==> src/rtl/arbiter_types_pkg.sv <==
// Arbiter FSM state encoding and the fairness streak counter width.
package arbiter_types_pkg;

  typedef enum logic [1:0] {
    IDLE = 2'd0,
    IGNT = 2'd1,
    DGNT = 2'd2
  } arb_state_t;

  localparam int unsigned STREAK_W = 3;

endpackage

==> src/rtl/cpu_types_pkg.sv <==
// Shared CPU-side types: machine word and the RAM status encoding.
package cpu_types_pkg;

  typedef logic [31:0] word_t;

  typedef enum logic [1:0] {
    FREE   = 2'd0,
    BUSY   = 2'd1,
    ACCESS = 2'd2,
    ERROR  = 2'd3
  } ramstate_t;

endpackage

==> src/rtl/mem_arbiter.sv <==
// mem_arbiter: arbitrates one RAM port between instruction fetch and data
// accesses. Data has strict priority unless ARB_FAIRNESS_EN is defined, in
// which case a pending fetch is forced after STARVE_MAX consecutive data
// completions.
module mem_arbiter
  import cpu_types_pkg::*;
  import arbiter_types_pkg::*;
#(
  parameter int unsigned STARVE_MAX = 4
) (
  input  logic      CLK,
  input  logic      nRST,
  input  logic      iREN,
  input  word_t     iaddr,
  output logic      iwait,
  output word_t     iload,
  input  logic      dREN,
  input  logic      dWEN,
  input  word_t     daddr,
  input  word_t     dstore,
  output logic      dwait,
  output word_t     dload,
  output logic      ramREN,
  output logic      ramWEN,
  output word_t     ramaddr,
  output word_t     ramstore,
  input  word_t     ramload,
  input  ramstate_t ramstate
);

  // The streak counter is 3 bits wide; a larger threshold could never trip.
  if (STARVE_MAX > 7) begin : g_starve_range
    $error("STARVE_MAX must fit the 3-bit streak counter");
  end

  arb_state_t state_q, state_d;
  logic       dreq;
  logic       fetch_first;

  assign dreq = dREN | dWEN;

`ifdef ARB_FAIRNESS_EN
  logic [STREAK_W-1:0] streak_q, streak_d;

  // Streak register, cleared asynchronously with the FSM.
  always_ff @(posedge CLK or negedge nRST) begin
    if (!nRST) streak_q <= '0;
    else       streak_q <= streak_d;
  end

  // Count data completions that left a fetch waiting; any fetch completion clears.
  always_comb begin
    streak_d = streak_q;
    if (state_q == IGNT && iREN && ramstate == ACCESS) begin
      streak_d = '0;
    end else if (state_q == DGNT && dreq && ramstate == ACCESS && iREN &&
                 streak_q != '1) begin
      streak_d = streak_q + 1'b1;
    end
  end

  assign fetch_first = iREN && (32'(streak_q) >= STARVE_MAX);
`else
  assign fetch_first = 1'b0;
`endif

  // FSM state register; reset forces IDLE, which drops RAM enables at once.
  always_ff @(posedge CLK or negedge nRST) begin
    if (!nRST) state_q <= IDLE;
    else       state_q <= state_d;
  end

  // Next-state and RAM/requester outputs.
  always_comb begin
    state_d  = state_q;
    ramREN   = 1'b0;
    ramWEN   = 1'b0;
    ramaddr  = '0;
    ramstore = '0;
    iwait    = 1'b1;
    dwait    = 1'b1;
    iload    = ramload;
    dload    = ramload;
    unique case (state_q)
      IDLE: begin
        if (fetch_first)  state_d = IGNT;
        else if (dreq)    state_d = DGNT;
        else if (iREN)    state_d = IGNT;
      end
      DGNT: begin
        ramaddr  = daddr;
        ramstore = dstore;
        if (dWEN) ramWEN = 1'b1;
        else      ramREN = dREN;
        if (!dreq) begin
          state_d = IDLE;
        end else if (ramstate == ACCESS) begin
          dwait   = 1'b0;
          state_d = IDLE;
        end else if (ramstate == ERROR) begin
          state_d = IDLE;
        end
      end
      IGNT: begin
        ramaddr = iaddr;
        ramREN  = iREN;
        if (!iREN) begin
          state_d = IDLE;
        end else if (ramstate == ACCESS) begin
          iwait   = 1'b0;
          state_d = IDLE;
        end else if (ramstate == ERROR) begin
          state_d = IDLE;
        end
      end
      default: state_d = IDLE;
    endcase
  end

endmodule

==> config.mk <==
export PLATFORM = sky130hd
export DESIGN_NAME = mem_arbiter
export DESIGN_NICKNAME = d
export VERILOG_FILES = /design/src/rtl/arbiter_types_pkg.sv /design/src/rtl/cpu_types_pkg.sv /design/src/rtl/mem_arbiter.sv
export SDC_FILE = /design/constraint.sdc
export NUM_CORES = 1
export LEC_CHECK = 0
export CORE_AREA = 2 2 105 107
export CTS_CLUSTER_SIZE = 14
export DETAILED_ROUTE_END_ITERATION = 8
export DIE_AREA = 0 0 107 109
export SLEW_MARGIN = 20
export SYNTH_ARGS = -nofsm -noshare
export SYNTH_HDL_FRONTEND = slang
export SYNTH_SLANG_ARGS = --single-unit
export TNS_END_PERCENT = 5
==> constraint.sdc <==
create_clock -name CLK -period 2.1 [get_ports CLK]
set_input_delay 0.21 -clock CLK [delete_from_list [all_inputs] [get_ports CLK]]
set_output_delay 0.21 -clock CLK [all_outputs]
set_load 0.05 [all_outputs]
**After elaboration in Yosys (flattened, before gate mapping)**

Cells that the tools add are included.

- Reductions and logical operators: 1
- Eq/ne operators: 5
- Bitwise logic cells: 1
- Multiplexer cells: 18

Operators by type and width:

| operator | number |
|---|---|
| 32-bit one-hot mux with 2 select lines | 1 |
| 32-bit 2-to-1 mux | 1 |
| 2-bit 2-to-1 mux | 6 |
| 1-bit 2-to-1 mux | 8 |
| 2-bit == test (second input constant) | 3 |
| 2-bit one-hot mux with 3 select lines | 1 |
| 3-bit != test (second input constant) | 1 |
| 2-bit by 1-bit == test with 1-bit output (second input constant) | 1 |
| 2-bit logical NOT | 1 |
| 1-bit one-hot mux with 2 select lines | 1 |
| 1-bit OR | 1 |

- Bits in registers: 2
- Word-level logic and storage cells: 26
- Input bits: 135
- Output and inout bits: 132

**Logic depth before layout (Yosys ltp)**

- Word-level depth: 5
- Depth in mapped cells: 6
- Depth with buffers taken out: 5

**Least setup slack after synthesis**

Ideal clock, no wire load.

- Kind: reg-to-output
- Start point: register state_q[0]
- End point: output port ramREN
- Slack: -0.351 ns
- Arrival time: 2.241 ns
- Stages on the path, launching flop included: 7
- Required time: 1.890 ns
- Path buffers: 2
- Cell sequence: dfrtp_1 -> inv_1 -> ha_1 -> buf_2 -> buf_2 -> nand3b_1 -> a21boi_0

- Cells in the longest elaborated chain, start to end: 2
- Elaborated cells between the ends (all ways): 3
- Classes of those cells: eq/ne (2); mux (1)

Ends and longest elaborated chain:

| item | line | source |
|---|---|---|
| start, declared | mem_arbiter.sv:36 | `arb_state_t state_q, state_d;` |
| start signal, assigned | mem_arbiter.sv:70 | `else state_q <= state_d;` |
| 2-bit by 1-bit == test with 1-bit output / 2-bit == test (equally long branches) | mem_arbiter.sv:84 | `unique case (state_q)` |
| 1-bit one-hot mux with 2 select lines (*) | mem_arbiter.sv:84 |  |
| end, declared | mem_arbiter.sv:23 | `output logic ramREN,` |

Every way passes the cells marked *; elsewhere a longest branch is shown, timed or not.

**Final worst setup path**

- Start point: register state_q[0]
- End point: output port ramaddr[17]

- Cells in the longest elaborated chain, start to end: 2
- Elaborated cells between the ends (all ways): 3
- Classes of those cells: eq/ne (2); mux (1)

Ends and longest elaborated chain:

| item | line | source |
|---|---|---|
| 2-bit by 1-bit == test with 1-bit output / 2-bit == test (equally long branches) | mem_arbiter.sv:84 |  |
| 32-bit one-hot mux with 2 select lines (*) | mem_arbiter.sv:84 |  |
| end, declared | mem_arbiter.sv:25 | `output word_t ramaddr,` |

Marked as above.

==> impl_table.tex <==
\begin{tabular}{lr}
\hline
Metric & Value \\
\hline
\multicolumn{2}{l}{\textbf{Synth}} \\
\quad Post-synthesis instance area & roughly 1400 sq um \\
\quad Share of synthesized area occupied by flip-flops and latches & 3.552\% \\
\quad Nets in the synthesized netlist & about 340 \\
\quad Total number of yosys warnings & 0 \\
\quad Distinct cell type count after synthesis & 22 \\
\quad Gate count after technology mapping & between 150 and 200 \\
\quad Mean post-synth cell area & approximately 7.1 sq um \\
\quad Total of flip-flops plus latches after synthesis & 2 \\
\multicolumn{2}{l}{\textbf{Power and ir drop}} \\
\quad Leak pwr & 1.336 nW \\
\quad Pwr dens & roughly 1200 nW/um\^{}2 \\
\quad Worst IR Drop VDD & about 0.57 mV \\
\quad Power, Total & approximately 4.3 mW \\
\multicolumn{2}{l}{\textbf{Global route}} \\
\quad Initial antenna violation count & 0 \\
\quad Overall fraction of global-route tracks in use & 8.899\% \\
\quad GRT Residual Overflow & 0 \\
\quad Global-route wire length before repair & roughly 8500 um \\
\quad Number of global-route vias before repair & about 1,600 \\
\quad Pin count of the biggest net entering global routing & 36 \\
\multicolumn{2}{l}{\textbf{Clocking}} \\
\quad Sink Count & 2 \\
\quad Post-cts hold buffer count & 0 \\
\quad Count of cells resized by post-cts repair & 0 \\
\quad Clock tree from TritonCTS & built \\
\quad Clock insertion delay at the later pin of the skew report & about 0.21 ns \\
\quad Reg clk slew, reported paths & 0.03 ns \\
\quad Level count of the clock H-tree & 1 \\
\quad Clock root buffer & sky130\_fd\_sc\_hd\_\_clkbuf\_8 \\
\quad Setup repair bufs after CTS & 0 \\
\quad TritonCTS Buffers & 3 \\
\quad Clock buffer depth & 2 \\
\multicolumn{2}{l}{\textbf{Timing}} \\
\quad Final setup viols & 0 \\
\quad Worst rel slew slack & between 80\% and 90\% \\
\quad Upper clock frequency limit & 0.5164 GHz \\
\quad Final Skew & between 0.0015 and 0.002 ns \\
\quad Final worst path period share & 92.21\% \\
\quad Setup repair after global routing missed its margin & false \\
\quad Number of hold violations in the final report & 0 \\
\quad Transition at the pin with the smallest max-transition slack & $\sim$0.29 ns \\
\quad Max-slew violation count & 0 \\
\quad Final min period & about 1.9 ns \\
\quad Sum of negative setup slack & 0 ns \\
\multicolumn{2}{l}{\textbf{Place}} \\
\quad GP Congestion & 0.7487 \\
\quad Input/output buffers & 170 \\
\quad HPWL after DPL & slightly below 5000 um \\
\multicolumn{2}{l}{\textbf{Floorplanning}} \\
\quad Count of boundary I/O pins & roughly 270 \\
\quad Die outline area & around 12,000 sq um \\
\quad Core ar. & $\sim$11,000 sq um \\
\quad Starting density of the core & approximately an eighth \\
\quad Die outline width & between 100 and 150 um \\
\quad Chip Height & around 110 um \\
\quad Row count & 38 \\
\multicolumn{2}{l}{\textbf{Worst hold path}} \\
\quad Min-delay worst type & in -> async \\
\multicolumn{2}{l}{\textbf{Finish}} \\
\quad Largest register by flop count & state\_q \\
\quad Final Net Count & between 400 and 500 \\
\quad Filler instances & 1,061 \\
\quad Ant diodes & 0 \\
\quad Flip-flop and latch area & roughly 50 sq um \\
\quad Share of post-route cells with drive strength above 1 & 26.00\% \\
\quad Footprint of the multi-input gates & between 800 and 900 sq um \\
\quad Max FFs per register & 2 \\
\quad Synth-to-Final Area Change & 148.5\% \\
\quad Registers with the most flip-flops & state\_q (2) \\
\multicolumn{2}{l}{\textbf{Worst setup path}} \\
\quad Worst-path maximum fanout & 32 \\
\quad Startpoint Class & flop \\
\quad Nature of the critical path endpoint & output port \\
\quad Worst Path Arrival & $\sim$1.7 ns \\
\quad Endpoint required time on the critical path & roughly 1.9 ns \\
\quad Critical Setup Path Class & reg -> out \\
\multicolumn{2}{l}{\textbf{Job}} \\
\quad Max Cap Viol & 0 \\
\multicolumn{2}{l}{\textbf{Detailed routing}} \\
\quad Initial drt markers & 34 \\
\quad Detailed Route WL & between 5000 and 6000 um \\
\quad Drt first pass iters & 4 \\
\quad Vias/cell & 3.732 \\
\quad Average detailed-routed wire length per instance & $\sim$13 um \\
\quad Routed vias & roughly 1,600 \\
\quad Remaining antenna violation count & 0 \\
\quad DRC violation count after routing & 0 \\
\multicolumn{2}{l}{\textbf{Status}} \\
\quad Result of the run & finished clean \\
\hline
\end{tabular}
-- power breakdown --
part           internal [mW]  leakage, nW  switching [mW]
logic                   1.94         1.29            2.18
registers             0.0515       0.0256          0.0138
clock network          0.121       0.0216          0.0269
-- area by class of cell --
type	count	share of cell area, %
clock buffer	3	1.179
multi-input combinational	117	23.09
timing repair buffer	176	69.09
inverter	2	0.2144
sequential	2	1.430
tap	140	5.004
-- synthesized netlist by cell type --
master	n	share of area [%]
sky130_fd_sc_hd__and4bb_1	1	0.89
sky130_fd_sc_hd__buf_1	2	0.53
sky130_fd_sc_hd__clkbuf_1	7	1.9
sky130_fd_sc_hd__o21a_1	1	0.53
sky130_fd_sc_hd__buf_2	4	1.4
sky130_fd_sc_hd__and2b_1	1	0.53
sky130_fd_sc_hd__dfrtp_1	2	3.6
sky130_fd_sc_hd__buf_4	64	34
sky130_fd_sc_hd__nor2_1	2	0.53
sky130_fd_sc_hd__ha_1	4	3.6
sky130_fd_sc_hd__a21boi_0	1	0.53
sky130_fd_sc_hd__a32o_1	1	0.71
sky130_fd_sc_hd__and2_1	33	15
sky130_fd_sc_hd__nor2b_1	35	16
sky130_fd_sc_hd__nand3_1	1	0.35
sky130_fd_sc_hd__buf_6	1	0.80
sky130_fd_sc_hd__nand3b_1	1	0.53
sky130_fd_sc_hd__a21o_1	1	0.53
sky130_fd_sc_hd__a22oi_1	32	17
sky130_fd_sc_hd__inv_1	2	0.53
sky130_fd_sc_hd__nand2_1	2	0.53
sky130_fd_sc_hd__a221o_1	1	0.71
-- cell usage in the layout, fill, tap and decap left out, types with 2 or more instances in the layout --
master                            count
sky130_fd_sc_hd__a22oi_1             32
sky130_fd_sc_hd__nor2b_1             35
sky130_fd_sc_hd__inv_1                2
sky130_fd_sc_hd__ha_1                 3
sky130_fd_sc_hd__dfrtp_1              2
sky130_fd_sc_hd__nor2_1               2
sky130_fd_sc_hd__and2_1              33
sky130_fd_sc_hd__buf_12              67
sky130_fd_sc_hd__clkdlybuf4s50_1    102
sky130_fd_sc_hd__buf_4                6
sky130_fd_sc_hd__nand2_1              2
sky130_fd_sc_hd__clkbuf_8             3
-- per-stage QoR --
stage	hold WS [ns]	cells	util (%)	instance area, sq um	setup WS [ns]
floorplan	-0.08559	199	-	1409	0.01655
global placement	0.3841	437	32.59	3456	0.3629
detailed placement	0.3860	437	32.59	3456	0.3129
CTS	0.1646	440	32.98	3497	0.07025
global route	0.1700	440	33.02	3501	0.01753
finish	0.1657	440	33.02	3501	0.1637
-- path summary, 6_finish.rpt --
kind	startpoint	endpoint	slack, ns	depth (start not counted)
hold / removal	nRST	state_q[1]	0.17	1
hold reg to reg	state_q[1]	state_q[1]	0.54	1
setup reg to reg	state_q[1]	state_q[0]	0.38	6
setup / recovery	state_q[0]	ramaddr[17]	0.16	6
min in group CLK	ramload[10]	dload[10]	0.42	0
max in group asynchronous	nRST	state_q[0]	1.82	1
-- layer usage --
layer	track usage (%)	wire [um]	vias to the layer above
met5	0	0	-
met4	1.948	59	0
met1	10.38	2270	756
met2	16.56	3064	76
li1	-	-	799
met3	2.032	499	11
-- critical path, stage by stage, from the launching register on --
cell and delay, ns:
sky130_fd_sc_hd__dfrtp_1 0.40, sky130_fd_sc_hd__inv_1 0.10, sky130_fd_sc_hd__ha_2 0.18, sky130_fd_sc_hd__buf_4 0.29, sky130_fd_sc_hd__a22oi_1 0.14, sky130_fd_sc_hd__nor2b_1 0.23, sky130_fd_sc_hd__buf_12 0.17
-- cell families after synthesis --
group,share of synthesized area (%)
AOI/OAI and AO/OA,20.07
adders and majority gates,3.553
buffers and inverters,39.25
DFF,3.553
and+or+nand+nor,33.57
Note: power is estimated with default switching activity, not from simulation.
